File: config.mk
export PLATFORM = sky130hd
export DESIGN_NAME = zombie_spawner
export DESIGN_NICKNAME = d
export VERILOG_FILES = /design/src/rtl/zombie_spawner.sv
export SDC_FILE = /design/constraint.sdc
export NUM_CORES = 1
export LEC_CHECK = 0
export CORE_MARGIN = 4
export CORE_UTILIZATION = 50
export CTS_BUF_LIST = sky130_fd_sc_hd__clkbuf_2
export CTS_CLUSTER_DIAMETER = 40
export DETAILED_ROUTE_END_ITERATION = 10
export GPL_TIMING_DRIVEN = 0
export PLACE_DENSITY = 0.85
export SLEW_MARGIN = 20
export SYNTH_ARGS = -nofsm -noshare
export SYNTH_HDL_FRONTEND = slang
export SYNTH_SLANG_ARGS = --single-unit
File: constraint.sdc
create_clock -name clk -period 1.78 [get_ports clk]
set_input_delay 0.267 -clock clk [delete_from_list [all_inputs] [get_ports clk]]
set_output_delay 0.267 -clock clk [all_outputs]
set_load 0.05 [all_outputs]
File: src/rtl/zombie_spawner.sv
// Zombie placement engine: LFSR-driven hole choice, exposure/gap timing, hit and miss tallies.
// Optional build macro ZOMBIE_NO_REPEAT_EN rotates a hole that repeats the previous round's hole.
module zombie_spawner #(
  parameter int unsigned SHOW_CYCLES = 8,
  parameter int unsigned GAP_CYCLES  = 4,
  parameter logic [7:0]  LFSR_SEED   = 8'hA5,
  parameter int unsigned SCORE_W     = 8
) (
  input  logic               clk,
  input  logic               rst_n,
  input  logic               need_random,
  input  logic               shift,
  input  logic               stop,
  output logic               MD1,
  output logic               MD2,
  output logic               MD3,
  output logic [SCORE_W-1:0] score,
  output logic [SCORE_W-1:0] miss,
  output logic               busy
);

  // state | meaning
  // IDLE  | no round running, holes empty, waiting for need_random
  // SPAWN | one cycle: pick the hole from the LFSR, clear the timer
  // SHOW  | zombie up; a hit or the exposure timeout ends it
  // GAP   | holes empty for GAP_CYCLES before the next spawn

  localparam int unsigned MAX_CYC = (SHOW_CYCLES > GAP_CYCLES) ? SHOW_CYCLES : GAP_CYCLES;
  localparam int unsigned TW      = $clog2(MAX_CYC) + 1;
  localparam logic [TW-1:0] SHOW_LAST = TW'(SHOW_CYCLES - 1);
  localparam logic [TW-1:0] GAP_LAST  = TW'(GAP_CYCLES - 1);
  localparam logic [7:0]    SEED      = (LFSR_SEED == 8'h00) ? 8'h01 : LFSR_SEED;
  localparam logic [SCORE_W-1:0] SAT  = '1;

  typedef enum logic [1:0] {IDLE, SPAWN, SHOW, GAP} state_t;

  state_t        state;
  logic [7:0]    lfsr;
  logic [TW-1:0] timer;
  logic [2:0]    md;
  logic [1:0]    pick;
  logic [2:0]    pick_oh;
`ifdef ZOMBIE_NO_REPEAT_EN
  logic [1:0]    prev_hole;  // 0 = none, else hole 1..3
`endif

  always_ff @(posedge clk or negedge rst_n) begin
    if (!rst_n) lfsr <= SEED;
    else        lfsr <= {lfsr[6:0], lfsr[7] ^ lfsr[5] ^ lfsr[4] ^ lfsr[3]};
  end

  always_comb begin
    pick = 2'd1;
    case (lfsr[1:0])
      2'd1:    pick = 2'd2;
      2'd2:    pick = 2'd3;
      default: pick = 2'd1;
    endcase
`ifdef ZOMBIE_NO_REPEAT_EN
    if (pick == prev_hole) pick = (pick == 2'd3) ? 2'd1 : pick + 2'd1;
`endif
  end

  always_comb begin
    pick_oh = 3'b000;
    case (pick)
      2'd1:    pick_oh = 3'b001;
      2'd2:    pick_oh = 3'b010;
      2'd3:    pick_oh = 3'b100;
      default: pick_oh = 3'b000;
    endcase
  end

  always_ff @(posedge clk or negedge rst_n) begin
    if (!rst_n) begin
      state <= IDLE;
      timer <= '0;
      md    <= '0;
      score <= '0;
      miss  <= '0;
`ifdef ZOMBIE_NO_REPEAT_EN
      prev_hole <= 2'd0;
`endif
    end else if (stop) begin
      // abort keeps the tallies so the display still shows the last game
      state <= IDLE;
      timer <= '0;
      md    <= '0;
`ifdef ZOMBIE_NO_REPEAT_EN
      prev_hole <= 2'd0;
`endif
    end else begin
      case (state)
        IDLE: begin
          if (need_random) begin
            state <= SPAWN;
            timer <= '0;
            score <= '0;
            miss  <= '0;
          end
        end
        SPAWN: begin
          state <= SHOW;
          timer <= '0;
          md    <= pick_oh;
`ifdef ZOMBIE_NO_REPEAT_EN
          prev_hole <= pick;
`endif
        end
        SHOW: begin
          // a hit on the timeout cycle still counts as a hit
          if (shift) begin
            score <= (score == SAT) ? score : score + 1'b1;
            md    <= '0;
            timer <= '0;
            state <= GAP;
          end else if (timer == SHOW_LAST) begin
            miss  <= (miss == SAT) ? miss : miss + 1'b1;
            md    <= '0;
            timer <= '0;
            state <= GAP;
          end else begin
            timer <= timer + 1'b1;
          end
        end
        GAP: begin
          if (timer == GAP_LAST) begin
            state <= SPAWN;
            timer <= '0;
          end else begin
            timer <= timer + 1'b1;
          end
        end
        default: begin
          state <= IDLE;
          timer <= '0;
          md    <= '0;
        end
      endcase
    end
  end

  assign MD1  = md[0];
  assign MD2  = md[1];
  assign MD3  = md[2];
  assign busy = (state != IDLE);

endmodule

* Yosys cells after proc, flatten, opt, wreduce, memory -nomap -nowiden *
Cells that the tools add are included.

storage, ports and cells
  input bits = 5
  word-level logic and storage cells = 68
  register bits = 33
  output and inout bits = 20

operators by class
  reduce and logical (&&, ||, !) cells = 8
  add/sub/neg operators = 3
  bitwise gates (word level) = 4
  equal/unequal tests = 21
  muxes and demuxes = 26

operator list
  operator                                       count
  two-way mux 8 bit                              6
  one-hot mux 8 bit (2 select lines)             2
  two-way mux 4 bit                              5
  adder 8 x 1 -> 8 bit, second input constant    2
  == test 8 bit, second input constant           2
  one-hot mux 4 bit (4 select lines)             1
  != test 2 bit, second input constant           6
  == test 2 bit, second input constant           5
  two-way mux 2 bit                              5
  two-way mux 3 bit                              3
  one-hot mux 3 bit (3 select lines)             1
  one-hot mux 2 bit (4 select lines)             1
  == test 2 x 1 -> 1 bit, second input constant  3
  != test 3 bit, second input constant           2
  one-hot mux 3 bit (2 select lines)             1
  AND reduction 6 bit                            1
  AND reduction 5 bit                            1
  adder 4 x 1 -> 4 bit, second input constant    1
  == test 4 x 2 -> 1 bit, second input constant  1
  == test 4 x 3 -> 1 bit, second input constant  1
  != test 4 bit, second input constant           1
  one-hot mux 2 bit (2 select lines)             1
  nonzero test 2 bit                             2
  AND reduction 3 bit                            1
  5 further kinds                                7

* Longest topological paths before layout *
Gate-level depths: netlist (run 1).

  word-level depth = 6
  mapped depth = 8
  gate-level depth less buffers = 6

* Worst setup path after synthesis (run 1) *
Ideal clock, no wire load.

  path type = register to register
  start point = reg state[0]
  end point = reg score[0]
  setup time = 0.125 ns
  path buffers = 1
  stages on the path, launching flop included = 8
  period minus slack after synthesis = 1.856 ns
  slack = -0.076 ns
  arrival time = 1.731 ns
  cell sequence = dfrtp_1 inv_1 ha_1 buf_2 mux2_1 nand3_1 a41oi_1 mux2_2

on the way
  longest elaborated chain between the ends = 3
  elaborated cells on any way between the ends = 8

RTL lines
  what                                                                         line  source
  start: declaration                                                           37    state_t state;
  start signal: assignment                                                     76    state <= IDLE;
  start signal: assignment                                                     86    state <= IDLE;
  start signal: assignment                                                     96    state <= SPAWN;
  == test 2 bit / logical NOT 2 bit (equally long branches)                    93    case (state)
  != test 2 bit (no source line) / nonzero test 2 bit (equally long branches)  --
  AND reduction 5 bit (no source line)                                         --
  end signal: assignment                                                       113   score <= (score == SAT) ? score : score + 1'b1;
  end: declaration                                                             17    output logic [SCORE_W-1:0] score,

Parallel ways exist; a longest one is shown, timed or not.
A chain may end at the register's enable or synchronous reset.

* Worst setup path in the final report (run 1) *
  start point = reg state[0]
  end point = reg miss[2]

on the way
  longest elaborated chain between the ends = 3
  elaborated cells on any way between the ends = 9

RTL lines
  what                                                                         line  source
  == test 2 bit / logical NOT 2 bit (equally long branches)                    93
  != test 2 bit (no source line) / nonzero test 2 bit (equally long branches)  --
  AND reduction 6 bit (no source line)                                         --
  end signal: assignment                                                       118   miss <= (miss == SAT) ? miss : miss + 1'b1;
  end: declaration                                                             18    output logic [SCORE_W-1:0] miss,

Parallel ways exist; a longest one is shown, timed or not.

==> run_results.csv, run 1 <==
group,metric,value,unit
flow_run,drv_cap,0,
timing,setup_viol,9,
cells_and_area,final_area,2470,sq um
floorplan,start_util,53.7,%
worst_setup_path,path_buf_inv,2,
floorplan,die_w,68.8,microns
placed_design,place.gp.congestion,0.835,
yosys,avgSynthCellArea,9.78,sq um
timing,drv_slew,0,
yosys,ys_types,51,
clocking,cts_buffers,5,
floorplan,die_h,68.8,microns
cells_and_area,nFillCells,256,
yosys,ys_seq_elements,33,
detailed_routing,wire_per_inst,15.8,microns
clocking,clock_latency,0.37,ns
timing,fin_crit_sh,105,%
worst_setup_path,path_class,"reg2reg",
global_routing,antenna_found_initial,0,
timing,max_slew.worst_pin.slew,0.545,ns
global_routing,grt_pass1_vias,1658,
cells_and_area,n_antenna_cell,0,
floorplan,fp.dieArea,4740,sq um
clocking,clk_pin_slew,0.17,ns
cells_and_area,drive_above_1_share,30.4,%
yosys,synth_ff_type,"dfrtp_1",
worst_setup_path,regToRegStartpoint,"state[0]",
power_and_ir_drop,p_leak,1.14,nW
placed_design,placed_cell_area,2190,sq um
clocking,tritoncts,"yes",
cells_and_area,syn2layout_area_growth,33.7,%
yosys,synth_enable_flop_cells,0,
yosys,yosys_warnings,0,
timing,grt_setup_unrepaired,"true",
global_routing,gr-total-overflow,0,
cells_and_area,final_nets,254,
status,status,"complete, but fails checks",
global_routing,grt_max_degree,28,
cells_and_area,seqCellArea,836,sq um
yosys,syn_area,1850,sq um
placed_design,hpwlAfterDp,2780,microns
global_routing,grt_pass1_wl,7550,microns
timing,skew,0.0102,ns
detailed_routing,postRouteAntennaNets,0,
yosys,yosysSeqAreaShare,44.9,%
worst_setup_path,cp.required,2.10,ns
yosys,async_flop_share,100,%
timing,period_needed,1.87,ns
worst_hold_path,hold_path_class,"in2async",
worst_setup_path,timing.rr.end,"miss[2]",
detailed_routing,drt-pass1-iter-count,4,
detailed_routing,viasPerCell,5.93,
floorplan,core-area,3440,sq um
clocking,cts_max_level,2,
worst_setup_path,r2r_cells,7,
yosys,synthesis.nets,204,
clocking,cts.path.max_buffers,2,
detailed_routing,vias,1695,
floorplan,num_rows,21,
detailed_routing,drtIter0Drc,78,
status,violations,"negative setup slack",
clocking,cts_root_buffer,"clkbuf_2",
worst_setup_path,critical_path.endpoint_type,"flip-flop",
power_and_ir_drop,ir_drop,0.664,mV
timing,finalHoldViolCount,0,
worst_setup_path,crit_family,"simple AND/OR/NAND/NOR gates",
worst_setup_path,worstPathArrival,2.19,ns
worst_setup_path,cp_max_fo,5,
timing,fmax,535,MHz
cells_and_area,post-route-util,71.8,%
worst_setup_path,crit_chain,"inv_2, ha_4, mux2i_2, or2_4, buf_6, or4_4, a21oi_2",
detailed_routing,route.detailed.drc,0,
timing,relSlewSlack,63.7,%
worst_setup_path,r2r_setup_slack,-0.09,ns
worst_setup_path,max_stage_delay,0.47,ns
worst_setup_path,start_kind,"flip-flop",
timing,setup_tns,-0.542,ns
detailed_routing,drt_wl_total,4510,microns
floorplan,ios,25,
timing,fin_ws,-0.0890,ns
worst_setup_path,cp_slowest_cell,"or4_4",
clocking,clock_sinks,33,
power_and_ir_drop,pwr_density_cell,889,nW/um^2
placed_design,io_buffers,24,
yosys,syn_inst,189,
cells_and_area,multi_input_comb_area,1100,sq um
global_routing,grtUsageTotal,21.8,%
-- metal layers --
| layer | wire length, microns | global-route usage [%] | vias up | share of wire, % |
|---|---|---|---|---|
| li1 | - | - | 802 | - |
| met1 | 2070 | 28.1 | 831 | 46 |
| met2 | 2180 | 34.1 | 51 | 48 |
| met3 | 196 | 5.51 | 11 | 4.3 |
| met4 | 72 | 10.2 | 0 | 1.6 |
| met5 | 0 | 0 | - | 0 |
-- worst register-to-register path, delay by kind of cell (launching register included) --
kind            cells  cell delay [ns]
buf+inv             2             0.22
fa+ha+maj           1             0.18
simple gates        2             0.72
flops               1             0.41
compound gates      1             0.14
mux                 1             0.16
-- through the flow --
stage                     power [W]  hold WS [ns]  std cells  setup WS, ns
after floorplan             0.00137       -0.0286        189       0.00243
after global placement      0.00156         0.338        259        -0.398
after detailed placement    0.00157         0.124        260        -0.398
after CTS                   0.00213         0.224        284        -0.109
after global routing        0.00232         0.220        286        -0.137
final                       0.00220         0.233        286       -0.0890
-- kinds of logic after synthesis --
logic type      share of synthesized area (%)
flops                                    44.9
compound gates                           14.3
mux                                      4.60
buf+inv                                  3.72
xor+xnor                                 1.89
simple gates                             23.8
fa+ha+maj                                6.77
-- placed cells by master (no fill, tap or decap), types with 3 or more instances in the layout --
cell / Yosys / layout
a21oi_1: 7 / 5
a22o_1: 4 / 4
a31oi_1: 4 / 4
and2_1: 3 / 3
and3_1: 3 / 3
buf_4: 0 / 19
clkbuf_2: 0 / 7
clkdlybuf4s50_1: 0 / 3
dfrtp_1: 29 / 25
dfrtp_2: 0 / 4
dfstp_2: 4 / 4
dlygate4sd2_1: 0 / 18
ha_1: 10 / 6
inv_1: 11 / 9
mux2_4: 0 / 3
mux2i_1: 4 / 3
nand2_1: 16 / 16
nand3_1: 13 / 10
nand3_2: 0 / 3
nand4_1: 5 / 5
nor2_1: 10 / 9
nor3_1: 8 / 6
o211ai_1: 4 / 4
o21ai_1: 3 / 3
or4_4: 0 / 3
-- where the power goes --
part / total, W / switching, W / internal, W
sequential: 0.000832 / 0.0000393 / 0.000793
clock: 0.000358 / 0.000260 / 0.0000986
combinational: 0.00101 / 0.000563 / 0.000444
-- cells in the mapped netlist, drive strengths merged, types with 2 or more instances --
master	number	area share (%)
a211oi	2	0.81
a21o	2	0.81
a21oi	7	1.9
a22o	4	1.9
a311oi	2	0.95
a31oi	4	1.4
and2	3	1.0
and3	3	1.0
and4	2	0.95
buf	3	1.1
clkbuf	2	0.41
dfrtp	29	39
dfstp	4	5.7
ha	10	6.8
inv	11	2.2
mux2	4	2.4
mux2i	4	2.2
nand2	16	3.2
nand2b	2	0.68
nand3	13	3.5
nand4	5	1.7
nor2	10	2.0
nor2b	2	0.68
nor3	8	2.2
nor4	4	1.7
o211ai	4	1.6
o21ai	5	1.4
or2	2	0.68
or3	2	0.68
or4	3	1.2
xnor2	2	0.95
xor2	2	0.95
-- state kept, by name, indices dropped and copies added, names as in the netlist --
register / flops
score: 8
miss: 8
lfsr: 8
state: 2
md: 3
timer: 4
-- what timing repair did --
action / in CTS / in global routing
setup buffers: 15 / 4
endpoints found under the setup margin: 38 / 23
hold endpoints to repair: 29 / 0
cloned: 0 / 0
hold buffers: 1 / 0
gates resized for setup: 46 / 14
pin swaps: 11 / 10
-- layout make-up --
| type | instances | area share (%) |
|---|---|---|
| multi-input cells | 140 | 44.3 |
| flip-flops and latches | 33 | 33.8 |
| repair buffers | 45 | 15.2 |
| clock inverters | 2 | 0.405 |
| well taps | 46 | 2.33 |
| inverters | 11 | 1.67 |
| plain buffers | 3 | 1.06 |
| clock buffers | 6 | 1.21 |
-- worst max-delay path by stage --
stage / slack (ns) / cells past startpoint / from / endpoint
floorplan: 0.002 / 7 / state[1] / miss[2]
global placement: -0.40 / 5 / stop / score[3]
detailed placement: -0.40 / 5 / stop / score[3]
CTS: -0.11 / 7 / state[0] / miss[2]
global route: -0.14 / 6 / state[0] / state[0]
finish: -0.09 / 7 / state[0] / miss[2]
Power figures use the tool's default switching activity.
==> inputs of run 2 (changes only) <==
--- a/config.mk
+++ b/config.mk
@@ -11,7 +11,7 @@
 export CTS_CLUSTER_DIAMETER = 40
 export DETAILED_ROUTE_END_ITERATION = 10
 export GPL_TIMING_DRIVEN = 0
-export PLACE_DENSITY = 0.85
+export PLACE_DENSITY = 0.82
 export SLEW_MARGIN = 20
 export SYNTH_ARGS = -nofsm -noshare
 export SYNTH_HDL_FRONTEND = slang
==> constraint.sdc (replaced) <==
create_clock -name clk -period 2 [get_ports clk]
set_input_delay 0.3 -clock clk [delete_from_list [all_inputs] [get_ports clk]]
set_output_delay 0.3 -clock clk [all_outputs]
set_load 0.05 [all_outputs]
==> run_results.csv, run 2 (synthesis gave the netlist of run 1 again) <==
group,metric,value,unit
worst_setup_path,worstPathArrival,2.29,ns
flow_run,drv_cap,0,
floorplan,fp.dieArea,4740,sq um
detailed_routing,drt_wl_total,4080,microns
timing,drv_slew,0,
cells_and_area,nFillCells,280,
global_routing,gr-total-overflow,0,
detailed_routing,wire_per_inst,15.0,microns
cells_and_area,largestRegisters,"lfsr x8, miss x8, score x8",
placed_design,hpwlAfterDp,2690,microns
power_and_ir_drop,pwr_density_cell,865,nW/um^2
worst_setup_path,regToRegStartpoint,"state[1]",
worst_setup_path,r2r_setup_slack,0.03,ns
timing,skew,0.0188,ns
worst_setup_path,cp-startpoint,"state[1]",
timing,period_needed,1.97,ns
floorplan,core-area,3440,sq um
status,status,"completed",
cells_and_area,drive_above_1_share,15.6,%
timing,finalHoldViolCount,0,
timing,relSlewSlack,51.9,%
detailed_routing,viasPerCell,6.04,
timing,fin_ws,0.0328,ns
placed_design,placed_cell_area,2140,sq um
floorplan,ios,25,
clocking,cts.path.max_buffers,2,
floorplan,num_rows,21,
detailed_routing,vias,1637,
worst_setup_path,start_kind,"flip-flop",
cells_and_area,final_area,2330,sq um
worst_setup_path,path_class,"reg2reg",
floorplan,start_util,53.7,%
clocking,cts_buffers,5,
timing,fin_crit_sh,98.4,%
worst_setup_path,r2r_cells,7,
worst_setup_path,timing.rr.end,"miss[2]",
detailed_routing,drtIter0Drc,95,
cells_and_area,mostFrequentLayoutCells,"dfrtp_1 (29), nand2_1 (16), nand3_1 (13)",
timing,fmax,508,MHz
global_routing,grt_pass1_vias,1486,
clocking,cts_max_level,2,
floorplan,die_w,68.8,microns
cells_and_area,layout_commonest_cell,"dfrtp_1",
timing,grt_setup_unrepaired,"true",
worst_setup_path,crit_chain,"inv_2, ha_4, mux2i_1, or2_1, buf_6, or4_1, a21oi_2",
clocking,tritoncts,"yes",
clocking,cts_root_buffer,"clkbuf_2",
placed_design,dp_slack,-0.176,ns
cells_and_area,n_antenna_cell,0,
cells_and_area,fin_cells,271,
placed_design,post-place-cells,259,
clocking,clk_pin_slew,0.19,ns
global_routing,grtUsageTotal,20.0,%
worst_setup_path,max_stage_delay,0.50,ns
clocking,clock_latency,0.40,ns
timing,setup_tns,0,ns
worst_hold_path,hold_path_class,"reg2reg",
global_routing,grt_max_degree,34,
clocking,clock_sinks,33,
worst_setup_path,critical_path.endpoint_type,"flip-flop",
cells_and_area,final_nets,239,
placed_design,place.gp.congestion,0.859,
worst_setup_path,cp.required,2.32,ns
timing,setup_viol,0,
global_routing,antenna_found_initial,0,
detailed_routing,drt-pass1-iter-count,7,
placed_design,io_buffers,24,
global_routing,grt_pass1_wl,6920,microns
cells_and_area,multi_input_comb_area,996,sq um
detailed_routing,route.detailed.drc,0,
cells_and_area,syn2layout_area_growth,25.8,%
worst_setup_path,setup.worst_path.end,"miss[2]",
timing,max_slew.worst_pin.slew,0.722,ns
floorplan,die_h,68.8,microns
power_and_ir_drop,p_leak,1.15,nW
detailed_routing,postRouteAntennaNets,0,
power_and_ir_drop,ir_drop,0.917,mV
worst_setup_path,cp_max_fo,10,
worst_setup_path,cp_slowest_cell,"or4_1",
cells_and_area,seqCellArea,831,sq um
run 2: cell count changes in the layout (fill, tap and decap cells not counted), sizes merged:
cell           previous run  this run
buf                      24         5
bufinv                    0         2
clkbuf                    8         9
clkdlybuf4s15             0         1
clkdlybuf4s50             3         6
clkinv                    2         1
dlygate4sd2              18         8
dlymetal6s2s              0         8
run 2: cell type report:
cell class | count | share of cell area, %
multi-input cells | 140 | 42.8
clock buffers | 5 | 1.08
inverters | 11 | 1.77
repair buffers | 28 | 12.0
well taps | 46 | 2.47
plain buffers | 5 | 1.40
clock inverters | 3 | 2.80
flip-flops and latches | 33 | 35.7
run 2: worst min path at each step:
stage                        from      end  slack (ns)  depth (start not counted)
after global placement    lfsr[6]  lfsr[7]        0.34                          0
final                     lfsr[6]  lfsr[7]        0.38                          0
after global routing      lfsr[6]  lfsr[7]        0.39                          0
after detailed placement  lfsr[6]  lfsr[7]        0.35                          0
after CTS                 lfsr[6]  lfsr[7]        0.38                          0
after floorplan             rst_n  lfsr[1]       0.004                          0
run 2: power by group:
| part | switching (W) | total, W | internal, W |
|---|---|---|---|
| combinational | 0.000425 | 0.000692 | 0.000267 |
| clock | 0.000247 | 0.000581 | 0.000335 |
| sequential | 0.0000359 | 0.000741 | 0.000705 |
run 2: worst max-delay path: cells and delay by family (launching register included):
kind            cells  cell delay (ns)
flops               1             0.43
mux                 1             0.13
buf+inv             2             0.24
fa+ha+maj           1             0.18
simple gates        2             0.76
compound gates      1             0.16
run 2: metal layers:
layer,GRT usage [%],share of wire [%]
met3,7.62,6.5
met2,29.1,46
met4,5.11,1.3
met1,28.0,46
met5,0,0
run 2: metrics by stage:
step / power, W / util, % / hold WS [ns]
2_1_floorplan: 0.00119 / - / 0.00441
3_3_place_gp: 0.00135 / 62.4 / 0.338
3_5_place_dp: 0.00135 / 62.2 / 0.345
4_1_cts: 0.00197 / 65.9 / 0.383
5_1_grt: 0.00212 / 67.6 / 0.385
6_report: 0.00201 / 67.6 / 0.380
run 2: timing repair:
action,CTS,global route
setup endpoints to repair,18,23
buffers inserted,2,1
hold endpoints to repair,29,0
hold buffers,1,0
gates resized for setup,14,20
pin swaps,1,1
